## src/rtl/ticket_dispatcher_if.sv

```systemverilog
// Ticket dispatcher bus: button and counter enables in, queue/counter state out.
// master drives button/counter_enable; slave (the dispatcher) drives the rest.
interface ticket_dispatcher_if #(
   parameter int NUM_COUNTERS = 5,
   parameter int TICKET_W     = 6,
   parameter int QUEUE_DEPTH  = 8
);
   localparam int QCW = $clog2(QUEUE_DEPTH) + 1;
   localparam int CIW = ($clog2(NUM_COUNTERS) > 1) ? $clog2(NUM_COUNTERS) : 1;

   logic                             button;
   logic [NUM_COUNTERS-1:0]          counter_enable;
   logic [TICKET_W-1:0]              issued_number;
   logic [QCW-1:0]                   queue_count;
   logic                             queue_full;
   logic                             drop;
   logic [NUM_COUNTERS-1:0]          busy;
   logic                             call_valid;
   logic [CIW-1:0]                   counter_call;
   logic [NUM_COUNTERS*TICKET_W-1:0] service_number;
   logic [15:0]                      served_total;

   modport master (
      output button, counter_enable,
      input  issued_number, queue_count, queue_full, drop,
      input  busy, call_valid, counter_call, service_number, served_total
   );

   modport slave (
      input  button, counter_enable,
      output issued_number, queue_count, queue_full, drop,
      output busy, call_valid, counter_call, service_number, served_total
   );
endinterface

```

## src/rtl/ticket_dispatcher.sv

```systemverilog
// Queue-ticket dispatcher: button presses issue tickets into a FIFO, which are
// handed to the lowest free enabled counter. Ports: clk, rst (async, low), bus.
module ticket_dispatcher #(
   parameter int NUM_COUNTERS   = 5,
   parameter int TICKET_W       = 6,
   parameter int QUEUE_DEPTH    = 8,
   parameter int SERVICE_CYCLES = 8
) (
   input logic                clk,
   input logic                rst,
   ticket_dispatcher_if.slave bus
);
   localparam int PW  = $clog2(QUEUE_DEPTH);
   localparam int QCW = PW + 1;
   localparam int CIW = ($clog2(NUM_COUNTERS) > 1) ? $clog2(NUM_COUNTERS) : 1;
   localparam int TW  = $clog2(SERVICE_CYCLES);
   localparam logic [TICKET_W-1:0] MAX_TICKET = '1;
   localparam logic [TW-1:0] TIMER_LOAD = TW'(SERVICE_CYCLES - 1);

   logic                             b1, b2;
   logic                             press;
   logic [TICKET_W-1:0]              mem [QUEUE_DEPTH];
   logic [PW-1:0]                    rdPtr, wrPtr;
   logic [QCW-1:0]                   count;
   logic [TICKET_W-1:0]              issued, nextTicket, head;
   logic [NUM_COUNTERS-1:0]          busy;
   logic [TW-1:0]                    timer [NUM_COUNTERS];
   logic [NUM_COUNTERS*TICKET_W-1:0] svc;
   logic [CIW-1:0]                   winIdx, callIdx;
   logic                             winFound, doPop, doPush, isFull;
   logic                             callValid, dropQ;
   logic [15:0]                      served;

   assign press      = b1 & ~b2;
   assign isFull     = (count == QCW'(QUEUE_DEPTH));
   assign head       = mem[rdPtr];
   assign nextTicket = (issued == MAX_TICKET) ? TICKET_W'(1)
                                              : issued + TICKET_W'(1);

   // Scan downwards so the lowest eligible index is the last one written.
   always_comb begin
      winFound = 1'b0;
      winIdx   = '0;
      for (int i = NUM_COUNTERS - 1; i >= 0; i--) begin
         if (!busy[i] && bus.counter_enable[i]) begin
            winFound = 1'b1;
            winIdx   = CIW'(i);
         end
      end
   end

   // Dispatch looks at the registered count, so a ticket pushed this edge
   // waits one cycle; a same-edge pop frees a slot for a push when full.
   assign doPop  = winFound && (count != '0);
   assign doPush = press && (!isFull || doPop);

   always_ff @(posedge clk) begin
      if (doPush) mem[wrPtr] <= nextTicket;
   end

   always_ff @(posedge clk or negedge rst) begin
      if (!rst) begin
         b1        <= 1'b0;
         b2        <= 1'b0;
         rdPtr     <= '0;
         wrPtr     <= '0;
         count     <= '0;
         issued    <= '0;
         dropQ     <= 1'b0;
         callValid <= 1'b0;
         callIdx   <= '0;
         served    <= '0;
      end else begin
         b1        <= bus.button;
         b2        <= b1;
         dropQ     <= press && !doPush;
         callValid <= doPop;
         if (doPush) begin
            wrPtr  <= wrPtr + PW'(1);
            issued <= nextTicket;
         end
         if (doPop) begin
            rdPtr   <= rdPtr + PW'(1);
            callIdx <= winIdx;
            if (served != 16'hFFFF) served <= served + 16'd1;
         end
         unique case ({doPush, doPop})
            2'b10:   count <= count + QCW'(1);
            2'b01:   count <= count - QCW'(1);
            default: count <= count;
         endcase
      end
   end

   // Timer counts SERVICE_CYCLES-1 down to 0; busy drops on the edge at 0,
   // so busy is high for exactly SERVICE_CYCLES cycles.
   always_ff @(posedge clk or negedge rst) begin
      if (!rst) begin
         busy <= '0;
         svc  <= '0;
         for (int i = 0; i < NUM_COUNTERS; i++) timer[i] <= '0;
      end else begin
         for (int i = 0; i < NUM_COUNTERS; i++) begin
            if (busy[i]) begin
               if (timer[i] == '0) busy[i] <= 1'b0;
               else timer[i] <= timer[i] - TW'(1);
            end else if (doPop && (winIdx == CIW'(i))) begin
               busy[i]                    <= 1'b1;
               timer[i]                   <= TIMER_LOAD;
               svc[i*TICKET_W +: TICKET_W] <= head;
            end
         end
      end
   end

   assign bus.issued_number  = issued;
   assign bus.queue_count    = count;
   assign bus.queue_full     = isFull;
   assign bus.drop           = dropQ;
   assign bus.busy           = busy;
   assign bus.call_valid     = callValid;
   assign bus.counter_call   = callIdx;
   assign bus.service_number = svc;
   assign bus.served_total   = served;
endmodule
```

## src/flat_wrapper.sv

```systemverilog
// flat-port wrapper written by rule: the top's interface ports become plain ports
module ticket_dispatcher_flat 
#(
   parameter int NUM_COUNTERS   = 5,
   parameter int TICKET_W       = 6,
   parameter int QUEUE_DEPTH    = 8,
   parameter int SERVICE_CYCLES = 8
)
  (clk, rst, bus_button, bus_counter_enable, bus_issued_number, bus_queue_count, bus_queue_full, bus_drop, bus_busy, bus_call_valid, bus_counter_call, bus_service_number, bus_served_total);
  ticket_dispatcher_if #(.NUM_COUNTERS(NUM_COUNTERS), .TICKET_W(TICKET_W), .QUEUE_DEPTH(QUEUE_DEPTH)) bus_i ();
  input logic clk;
  input logic rst;
  input wire logic [$bits(bus_i.button)-1:0] bus_button;
  input wire logic [$bits(bus_i.counter_enable)-1:0] bus_counter_enable;
  output wire logic [$bits(bus_i.issued_number)-1:0] bus_issued_number;
  output wire logic [$bits(bus_i.queue_count)-1:0] bus_queue_count;
  output wire logic [$bits(bus_i.queue_full)-1:0] bus_queue_full;
  output wire logic [$bits(bus_i.drop)-1:0] bus_drop;
  output wire logic [$bits(bus_i.busy)-1:0] bus_busy;
  output wire logic [$bits(bus_i.call_valid)-1:0] bus_call_valid;
  output wire logic [$bits(bus_i.counter_call)-1:0] bus_counter_call;
  output wire logic [$bits(bus_i.service_number)-1:0] bus_service_number;
  output wire logic [$bits(bus_i.served_total)-1:0] bus_served_total;
  assign bus_i.button = bus_button;
  assign bus_i.counter_enable = bus_counter_enable;
  assign bus_issued_number = bus_i.issued_number;
  assign bus_queue_count = bus_i.queue_count;
  assign bus_queue_full = bus_i.queue_full;
  assign bus_drop = bus_i.drop;
  assign bus_busy = bus_i.busy;
  assign bus_call_valid = bus_i.call_valid;
  assign bus_counter_call = bus_i.counter_call;
  assign bus_service_number = bus_i.service_number;
  assign bus_served_total = bus_i.served_total;
  ticket_dispatcher #(.NUM_COUNTERS(NUM_COUNTERS), .TICKET_W(TICKET_W), .QUEUE_DEPTH(QUEUE_DEPTH), .SERVICE_CYCLES(SERVICE_CYCLES)) u_core (.clk(clk), .rst(rst), .bus(bus_i));
endmodule
```

## config.mk

```make
export PLATFORM = sky130hd
export DESIGN_NAME = ticket_dispatcher_flat
export DESIGN_NICKNAME = d
export VERILOG_FILES = /design/src/rtl/ticket_dispatcher_if.sv /design/src/rtl/ticket_dispatcher.sv /design/src/flat_wrapper.sv
export SDC_FILE = /design/constraint.sdc
export NUM_CORES = 1
export LEC_CHECK = 0
export ABC_AREA = 1
export ABC_CLOCK_PERIOD_IN_PS = 2300
export CAP_MARGIN = 20
export CORE_MARGIN = 2
export CORE_UTILIZATION = 48
export DETAILED_ROUTE_END_ITERATION = 6
export PLACE_DENSITY = 0.76
export SETUP_SLACK_MARGIN = 0.02
export SYNTH_ARGS = -nofsm -noshare
export SYNTH_HDL_FRONTEND = slang
export SYNTH_SLANG_ARGS = --single-unit
```

## constraint.sdc

```tcl
create_clock -name clk -period 2.3 [get_ports clk]
set_input_delay 0.46 -clock clk [delete_from_list [all_inputs] [get_ports clk]]
set_output_delay 0.46 -clock clk [all_outputs]
set_load 0.03 [all_outputs]
```

==> impl_results.md, run 1 <==
- Status: finished clean
- Crit Path Class: register to register
- Detail Route Antenna Nets: 0
- Register area: 0.00367 mm^2
- Grt ovf: 0
- I/O pins: 75
- Std cell rows: 41
- Pwr Total: 12.8 mW
- Period utilization: 91.9%
- TritonCTS Buffers: 17
- Part of the Yosys area used for sequential elements: 59.3%
- Final hold violation count: 0
- Peak VDD IR: 0.00102 V
- Core region area: 0.0126 mm^2
- CP Capture Type: register
- Synthesized instance count: 643
- Final slew viol count: 0
- Worst R2R End: u_core.bus.queue_count[2]$_DFFE_PN0P_
- Overall die width: 118 um
- Max Freq: 473 MHz
- Crit path required time: 2.61 ns
- Initial Utilization: 49.0%
- Pwr Density: 1590 mW/mm^2
- Total track usage: 21.1%
- Detailed Place HPWL: 9630 um
- Worst Path Max Fanout: 4
- DR DRC count: 0
- Setup crit start kind: register
- Final setup violation count: 0
- Synthesized area: 0.00619 mm^2
- Final worst path period need: 2.11 ns
- Worst-path clk slew: 0.06 ns
- Area grow syn2layout: 29.9%
- Clock sink count: 137
- Port buffer count: 74
- Root Buffer: clkbuf_16
- Worst-margin pin slew: 0.784 ns
- Placed cell areas: 0.00731 mm^2
- Final core utilization: 63.7%
- Routed WL: 13,800 um
- Largest net degree at the start of global routing: 48
- Skew final: 0.0111 ns
- Wire length per cell: 14.8 um
- Layout cell share with drive strength beyond 1: 12.4%
- Multi-input gate area: 0.00224 mm^2
- Fin nets: 773
- Synth warnings: 0
- Post-synth cell types: 33
- Rel. slew slack: 47.5%
- Diode count: 0
- FF+latch count, synth: 137
- Synth Net Count: 668
- # H-tree levels: 4
- Filler cells: 1,011
- Worst R2R Setup Slack: 0.19 ns
- GP Congestion: 0.855
- Arrival time of the worst setup path: 2.42 ns
- First-pass GRT wire length: 23,200 um
- Worst-Skew Late Latency: 0.42 ns
- RSZ-0062 raised after global routing: false
- Die Y-Extent: 118 um
- Vias in the first global route: 4,856
- Min-delay worst type: primary input to asynchronous set/reset pin
- Initial drt markers: 454
- Vias/cell: 5.10
- # Max-Cap Violations: 0
- Initial antenna violation count: 0
- Leakage: 3.54 nW
- Syn avg cell area: 9.62 um^2
- Cells on worst reg2reg path: 12
- Post-CTS setup buffer count: 0
- 1st-pass router iterations: 5
- Vias: 4,758
- Max Root-Sink Buffers: 2
- Cell area after layout: 0.00804 mm^2
- Crit Reg-Reg Startpoint: u_core.bus.busy[3]$_DFF_PN0_
- Die area: 0.0138 mm^2
- CTS tree: done
[worst max-delay path, cell delays in order, from the launching register on]
cell and delay (ns):
dfrtp_1 0.41, inv_1 0.12, nand2_1 0.10, nand3_1 0.12
nor2_4 0.13, buf_4 0.15, nor2_8 0.04, ha_4 0.17
xor2_2 0.16, ha_2 0.18, a21oi_1 0.17, xor2_1 0.17
o21ai_1 0.08
[cells in the mapped netlist]
| library cell | number | area share, % |
|---|---|---|
| inv_2 | 7 | 0.42 |
| buf_2 | 10 | 0.81 |
| nand4_2 | 1 | 0.20 |
| nor2_1 | 76 | 4.6 |
| xnor2_1 | 6 | 0.85 |
| edfxtp_1 | 48 | 23 |
| xor2_1 | 16 | 2.3 |
| nand3_2 | 1 | 0.16 |
| ha_1 | 17 | 3.4 |
| o21ai_0 | 63 | 5.1 |
| nand4_1 | 4 | 0.40 |
| nor2_8 | 1 | 0.32 |
| dfrtp_1 | 89 | 36 |
| nor3_1 | 11 | 0.89 |
| nand2_2 | 9 | 0.91 |
| buf_1 | 1 | 0.061 |
| o21ai_1 | 10 | 0.81 |
| o211ai_1 | 6 | 0.73 |
| buf_4 | 2 | 0.24 |
| buf_12 | 1 | 0.32 |
| buf_6 | 2 | 0.36 |
| nor3_4 | 1 | 0.26 |
| clkbuf_1 | 1 | 0.061 |
| o21a_1 | 1 | 0.12 |
| nand2_1 | 158 | 9.6 |
| a21boi_0 | 3 | 0.36 |
| nor2_2 | 2 | 0.20 |
| inv_1 | 47 | 2.9 |
| a21oi_1 | 22 | 1.8 |
| nor2_4 | 3 | 0.55 |
| a22oi_1 | 1 | 0.12 |
| nand3_1 | 22 | 1.8 |
| a31oi_1 | 1 | 0.10 |
[report_power, final]
group / internal, mW / leakage [nW] / switching (mW)
clock: 2.36 / 0.355 / 1.00
combinational: 2.00 / 1.68 / 3.40
sequential: 3.41 / 1.51 / 0.643
total: 7.77 / 3.54 / 5.04
[final cells by class]
type | instances | share of cell area, %
Clock inverter | 13 | 3.71
Multi-Input combinational cell | 435 | 27.8
Timing Repair Buffer | 103 | 12.2
Sequential cell | 137 | 45.7
Inverter | 54 | 2.52
Tap cell | 172 | 2.68
Clock buffer | 19 | 5.39
[layout by cell type (no fill, tap or decap), types with 22 or more instances in the layout]
master	n
a21oi_1	22
nor2_1	76
edfxtp_1	48
nand2_1	157
clkdlybuf4s50_1	72
buf_4	28
o21ai_0	62
nand3_1	22
dfrtp_1	86
inv_1	46
[routing by layer]
metal / wire, um / up-vias / track usage, % / part of all wire [%]
met5: 0 / - / 0 / 0
met4: 187 / 0 / 5.87 / 1.4
met3: 567 / 20 / 6.15 / 4.1
met2: 7070 / 102 / 35.6 / 51
met1: 5960 / 2304 / 26.8 / 43
li1: - / 2332 / - / -
[flip-flops by register name, summed over array words and instances (netlist names)]
name and cells:
u_core.bus.served_total 16, u_core.b1 1, u_core.b2 1, u_core.bus.queue_count 4, u_core.timer 15, u_core.bus.drop 1, u_core.bus.busy 5, u_core.bus.issued_number 6
u_core.wrPtr 3, u_core.bus.counter_call 3, u_core.bus.call_valid 1, u_core.rdPtr 3, u_core.mem 48, u_core.bus.service_number 30
[cell families (layout without fill, tap and decap cells)]
family	Yosys count	count (layout)	share of synthesized area, %
flops	137	137	59.3
buf+inv	71	189	5.14
compound gates	107	107	9.12
xor+xnor	22	22	3.11
fa+ha+maj	17	17	3.44
simple gates	289	289	19.9
[what timing repair did]
item | CTS | global route
endpoints found under the setup margin | 1 | 14
hold buffers | 0 | 0
hold endpoints to repair | 0 | 0
gates resized for setup | 1 | 1
[worst max path at each step]
stage	cells past startpoint	slack, ns	start	to
final	12	0.19	u_core.bus.busy[3]$_DFF_PN0_	u_core.bus.queue_count[2]$_DFFE_PN0P_
after global routing	13	0.05	u_core.bus.busy[3]$_DFF_PN0_	u_core.bus.queue_count[3]$_DFFE_PN0P_
after CTS	5	0.07	u_core.rdPtr[0]$_DFFE_PN0P_	u_core.bus.service_number[29]$_DFFE_PN0P_
after detailed placement	12	-0.19	bus_counter_enable[3]	u_core.bus.queue_count[2]$_DFFE_PN0P_
after global placement	12	-0.07	bus_counter_enable[3]	u_core.bus.queue_count[2]$_DFFE_PN0P_
after floorplan	12	0.02	u_core.bus.queue_count[1]$_DFFE_PN0P_	u_core.bus.queue_count[2]$_DFFE_PN0P_
[per-stage QoR]
step / cells / worst slack, ns / hold WS [ns] / TNS (ns)
6_report: 933 / 0.187 / 0.0607 / 0
5_1_grt: 933 / 0.0491 / 0.0871 / 0
4_1_cts: 933 / 0.0687 / 0.0689 / 0
3_5_place_dp: 901 / -0.186 / 0.376 / -0.983
3_3_place_gp: 901 / -0.0742 / 0.363 / -0.0742
2_1_floorplan: 643 / 0.0170 / 0.164 / 0
Note: power is estimated with default switching activity, not from simulation.
==> run 2, diff against run 1 <==
- CAP_MARGIN: 20 -> not set
==> results of run 2 <==
The final DEF is identical to that of run 1; final timing and power are the same.
==> run 3, diff against run 2 <==
- CORE_UTILIZATION: 48 -> 50
- PLACE_DENSITY: 0.76 -> 0.79
- SLEW_MARGIN: not set -> 20
==> run 3 against run 2 <==
Compared with the run above:
- highest routed layer unchanged
- global-route usage is 1.3 points higher
- critical path type is now register to primary output
- fmax grew 0.52%
- core utilization rose by 2.0 points
- final area decreased by 1.5%
- worst setup slack gained 0.011 ns
- via count increased by 1.9%
==> impl_results.md, run 3 (synthesis gave the netlist of run 1 again) <==
- Skew final: 0.00548 ns
- Vias in the first global route: 4,857
- Worst-margin pin slew: 0.802 ns
- Max Freq: 476 MHz
- Hold buffer count at CTS: 0
- Leakage: 3.49 nW
- GP Congestion: 0.858
- Multi-input gate area: 0.00224 mm^2
- Setup crit start kind: register
- Largest net degree at the start of global routing: 44
- Initial Utilization: 51.3%
- Grt ovf: 0
- Final setup violation count: 0
- Diode count: 0
- TritonCTS Buffers: 17
- Most common cell after layout, fill and taps aside: nand2_1
- Area grow syn2layout: 28.0%
- Overall die width: 115 um
- Status: finished clean
- Initial antenna violation count: 0
- # H-tree levels: 4
- Register area: 0.00367 mm^2
- Min-delay worst type: primary input to asynchronous set/reset pin
- RSZ-0062 raised after global routing: false
- Crit path required time: 1.84 ns
- Worst Path Max Fanout: 5
- DR DRC count: 0
- Die Y-Extent: 115 um
- Cells along the critical path: inv_2, nand2_2, nor3_4, dlygate4sd2_1
- Max FFs per register: 48
- 1st-pass router iterations: 5
- Worst-path clk slew: 0.06 ns
- Detailed Place HPWL: 9730 um
- First-pass GRT wire length: 22,800 um
- Vias/cell: 5.21
- Initial drt markers: 524
- I/O pins: 75
- Post-CTS setup buffer count: 0
- Detail Route Antenna Nets: 0
- Arrival time of the worst setup path: 1.64 ns
- Max Root-Sink Buffers: 2
- # Max-Cap Violations: 0
- CP Capture Type: primary output
- Routed WL: 13,800 um
- Rel. slew slack: 46.3%
- Root Buffer: clkbuf_16
- Crit Path Class: register to primary output
- Wire length per cell: 14.8 um
- Vias: 4,847
- Die area: 0.0133 mm^2
- Pwr Density: 1550 mW/mm^2
- Worst-Skew Late Latency: 0.42 ns
- Final core utilization: 65.6%
- Layout cell share with drive strength beyond 1: 12.6%
- CTS resizes: 1
- Core region area: 0.0121 mm^2
- Largest stage delay on the critical path: 0.46 ns
- Clock sink count: 137
- Final slew viol count: 0
- Period utilization: 91.4%
- Peak VDD IR: 0.00107 V
- Most frequent cells in the layout: 157 x nand2_1, 87 x dfrtp_1, 76 x nor2_1
- Total track usage: 22.4%
- Port buffer count: 74
- Final hold violation count: 0
- CTS tree: done
- Final worst path period need: 2.10 ns
- Largest register by flop count: u_core.mem
- Slowest-stage cell, CP: dfrtp_2
- Filler cells: 890
- Placed cell areas: 0.00730 mm^2
- Fin nets: 775
- Std cell rows: 40
- Cell area after layout: 0.00792 mm^2
- Cells on worst reg2reg path: 12
==> run 3: final timing paths <==
check                           slack [ns]                                  start                               endpoint
worst min-delay path                  0.02                                    rst  u_core.bus.queue_count[3]$_DFFE_PN0P_
worst min register to register        0.39                    u_core.b1$_DFF_PN0_                    u_core.b2$_DFF_PN0_
max in group asynchronous             1.60                                    rst            u_core.timer[7]$_DFFE_PN0P_
worst max register to register        0.22           u_core.bus.busy[4]$_DFF_PN0_  u_core.bus.queue_count[2]$_DFFE_PN0P_
worst max-delay path                  0.20  u_core.bus.queue_count[1]$_DFFE_PN0P_                         bus_queue_full
min in group clk                      0.39                    u_core.b1$_DFF_PN0_                    u_core.b2$_DFF_PN0_
==> run 3: area by class of cell <==
cell class | count | area share (%)
Multi-Input combinational cell | 435 | 28.2
Sequential cell | 137 | 46.4
Clock inverter | 11 | 1.83
Inverter | 54 | 2.56
Timing Repair Buffer | 105 | 12.4
Clock buffer | 21 | 5.94
Tap cell | 168 | 2.65
==> run 3: metal layers <==
layer / track usage [%] / vias to the layer above / share of wire [%]
li1: - / 2326 / -
met1: 28.2 / 2360 / 43
met2: 37.1 / 137 / 50
met3: 5.48 / 24 / 5.2
met4: 9.88 / 0 / 2.1
met5: 0 / - / 0
==> run 3: through the flow <==
step	setup WS, ns	TNS (ns)	total power [mW]	cells	hold WS, ns
6_report	0.198	0	12.3	931	0.0166
3_5_place_dp	-0.163	-1.75	9.47	899	0.368
5_1_grt	0.0801	0	13.0	931	0.0546
2_1_floorplan	0.0170	0	7.47	643	0.164
4_1_cts	0.180	0	12.3	931	0.0327
3_3_place_gp	-0.0971	-0.152	9.19	899	0.362
==> run 3: report_power, final <==
group          internal [mW]  switching [mW]  total [mW]
Clock                   1.79            1.01        2.79
Combinational           1.99            3.48        5.47
Sequential              3.41           0.600        4.01
Total                   7.18            5.09        12.3
==> run 3: worst max-delay path, delay by kind of cell (launching register included) <==
family	cells	cell delay [ns]
flops	1	0.46
simple gates	2	0.24
buf+inv	2	0.52
==> edit: new RTL, flow settings as in run 2 <==
Reset style: synchronous (`rst`), changed in 2 clocked blocks. Comments in the files are not updated.
--- a/src/rtl/ticket_dispatcher.sv
+++ b/src/rtl/ticket_dispatcher.sv
@@ -60,3 +60,3 @@
 
-   always_ff @(posedge clk or negedge rst) begin
+   always_ff @(posedge clk) begin
       if (!rst) begin
@@ -96,3 +96,3 @@
    // so busy is high for exactly SERVICE_CYCLES cycles.
-   always_ff @(posedge clk or negedge rst) begin
+   always_ff @(posedge clk) begin
       if (!rst) begin
Formal check against the unedited RTL: differs if rst is asserted again (counterexample within 4 cycles, from zero or initial values and one cycle with rst low); with rst held inactive, the same outputs for 4 cycles.
==> edit against run 2 <==
- highest routed layer unchanged
- maximum frequency is 0.70% lower
- total power is 25% lower
- sequential cell count is 3 higher
- global-route usage is 0.14 points higher
- largest power group unchanged
- wire length is 3.7% higher
- critical path depth is 11 lower
- die area hardly changed
- setup slack worse by 15 ps
- design area is 0.16% lower
- area after synthesis is 0.10% lower
- sequential power is 17% lower
==> edit: results (changes against run 2) <==
Final layout
  • Diode count: 0 (unchanged)
  • Proportion of layout cells with a drive suffix above 1: 0.1755 (+0.05194)
  • Design area: 8024 um2 (-0.16%)
  • Max reg flops: 48 (unchanged)
  • Fill count: 1020 (+0.89%)
  • Fin nets: 827 (+7.0%)

Power
  • Peak supply drop: 0.7527 mV (-26%)
  • Leak: 3.223 nW (-9.0%)
  • Internal power: 0.006139 W (-21%)

Timing
  • Clock Skew: 8.383 ps (-2.712 ps)
  • Worst-Margin Slew: 549.0 ps (-235.4 ps)
  • Minimum clock period: 2128 ps (+14.88 ps)

Global routing
  • Vias in the first global route: 4917 (+1.3%)
  • Gr usage total: 0.2128 (+0.001431)
  • Met1 Usage GRT: 0.2621 (-0.005569)
  • M2 GR Usage: 0.3640 (+0.008041)
  • First-pass GRT wire length: 23560 um (+1.7%)
  • Largest net degree at the start of global routing: 23 (-52%)
  • Met3 Resource Use GR: 0.04506 (-0.01647)

Routing
  • Vias: 5050 (+6.1%)
  • DRT Wirelength: 14280 um (+3.7%)
  • Starting DRC count in detailed routing: 465 (+2.4%)

Clocking
  • Clock Latency Late Sink: 420 ps (about the same)
  • Setup Buffers After CTS: 0 (unchanged)
  • Htree depth: 4 (unchanged)
  • Number of buffers on the longest clock path: 2 (unchanged)

Logic synthesis
  • Synth cell types: 38 (+15%)
  • Most frequent cells after synthesis: nand2_1 (103), dfxtp_1 (80), inv_1 (71)
  • Most used DFF post-synth: dfxtp_1
  • Seq/Total Area, Yosys: 0.5507 (-0.04232)
  • Async S/R FF share, synth: 0 (-0.6496)
  • Post-synth EDFFs: 60 (+25%)
  • Synth area leaders: edfxtp_1 (29%), dfxtp_1 (26%), nand2_1 (6.3%)
  • Synth warnings: 0 (unchanged)
  • Syn nets: 705 (+5.5%)

Hold path
  • Hold Path Class: reg -> reg

Placement
  • IO Port Bufs: 74 (unchanged)
  • Routability Congestion: 0.8856 (+3.6%)
  • Placed Area: 7455 um2 (+2.0%)
  • Post-DP HPWL: 10150 um (+5.4%)
  • DP Worst Slack: -326.9 ps (-140.4 ps)

Setup path
  • Cells on worst reg2reg path: 13 (+1)
  • Worst Setup EP: bus_served_total[6]
  • R2R Setup Slk: 290 ps (+100 ps)
  • R2R Path End: u_core.bus.queue_count[3]
  • Crit-path max cell delay: 740 ps (+330 ps)
  • Top delay family on crit path: buffers and inverters
  • CP Data Arrival Time: 1670 ps (-750 ps)
  • CP Max Fanout: 8 (+4)
  • CP startpoint: u_core.bus.served_total[6]
  • Reg-to-reg startpoint: u_core.bus.busy[3]
  • CP max stage cell: clkdlybuf4s50_1

Outcome
  • Status: finished clean
-- edit: per-stage QoR --
stage                     setup TNS, ps  std cells  hold slack, ps
after floorplan                       0        680           398.3
after global placement            -1220        955           411.8
after detailed placement          -2755        955           417.7
after CTS                             0        987           425.4
after global routing                  0        987           458.2
final                                 0        987           425.0
-- edit: what timing repair did --
item                       4_1_cts  5_1_grt
resized for setup                0        6
hold buffers                     0        0
setup endpoints to repair        0        2
-- edit: power groups by stage --
stage,Combinational [W],Clock (W),Sequential (W)
final,0.00370,0.00256,0.00336
after global routing,0.00405,0.00271,0.00341
after CTS,0.00367,0.00259,0.00335
after detailed placement,0.00363,0,0.00340
after global placement,0.00351,0,0.00338
after floorplan,0.00200,0,0.00373
-- edit: metal layers --
layer  vias to the layer above  routed length, um  part of all wire
met1                      2361               6063              0.42
met5                         -                  0                 0
met2                       172               7142              0.50
li1                       2490                  -                 -
met4                         0                267             0.019
met3                        27                809             0.057
-- edit: cells by family after synthesis --
group	count (synthesis)	synth area share
muxes	6	0.009719
xor gates and xnor gates	15	0.02126
and+or+nand+nor	233	0.1778
DFF	140	0.5507
adders and majority gates	17	0.03442
AOI/OAI and AO/OA	155	0.1312
buffers and inverters	114	0.07491
-- edit: worst reg2reg max path, cell delays in order, from the launching register on --
cell	delay, ps
dfxtp_2	370
inv_2	50
nand2_2	70
nand3_2	100
nor2_4	130
nand2_1	80
nand2_1	90
ha_2	250
xor2_2	180
nand3_1	120
a21oi_1	160
o21ai_1	110
o21ai_1	140
a21oi_1	60
-- edit: final cells by class --
| class | instances | share of cell area |
|---|---|---|
| well taps | 172 | 0.02682 |
| multi-input cells | 426 | 0.2914 |
| clock inverters | 1 | 0.003742 |
| inverters | 92 | 0.04335 |
| repair buffers | 125 | 0.1444 |
| clock buffers | 31 | 0.06471 |
| flip-flops and latches | 140 | 0.4255 |
-- edit: worst min-delay path by stage --
stage,from,to,slack [ps],depth (start not counted)
global route,u_core.b1,u_core.b2,460,2
finish,u_core.b1,u_core.b2,430,2
global placement,u_core.b1,u_core.b2,410,2
detailed placement,u_core.b1,u_core.b2,420,2
CTS,u_core.b1,u_core.b2,430,2
floorplan,u_core.b2,u_core.bus.drop,400,1
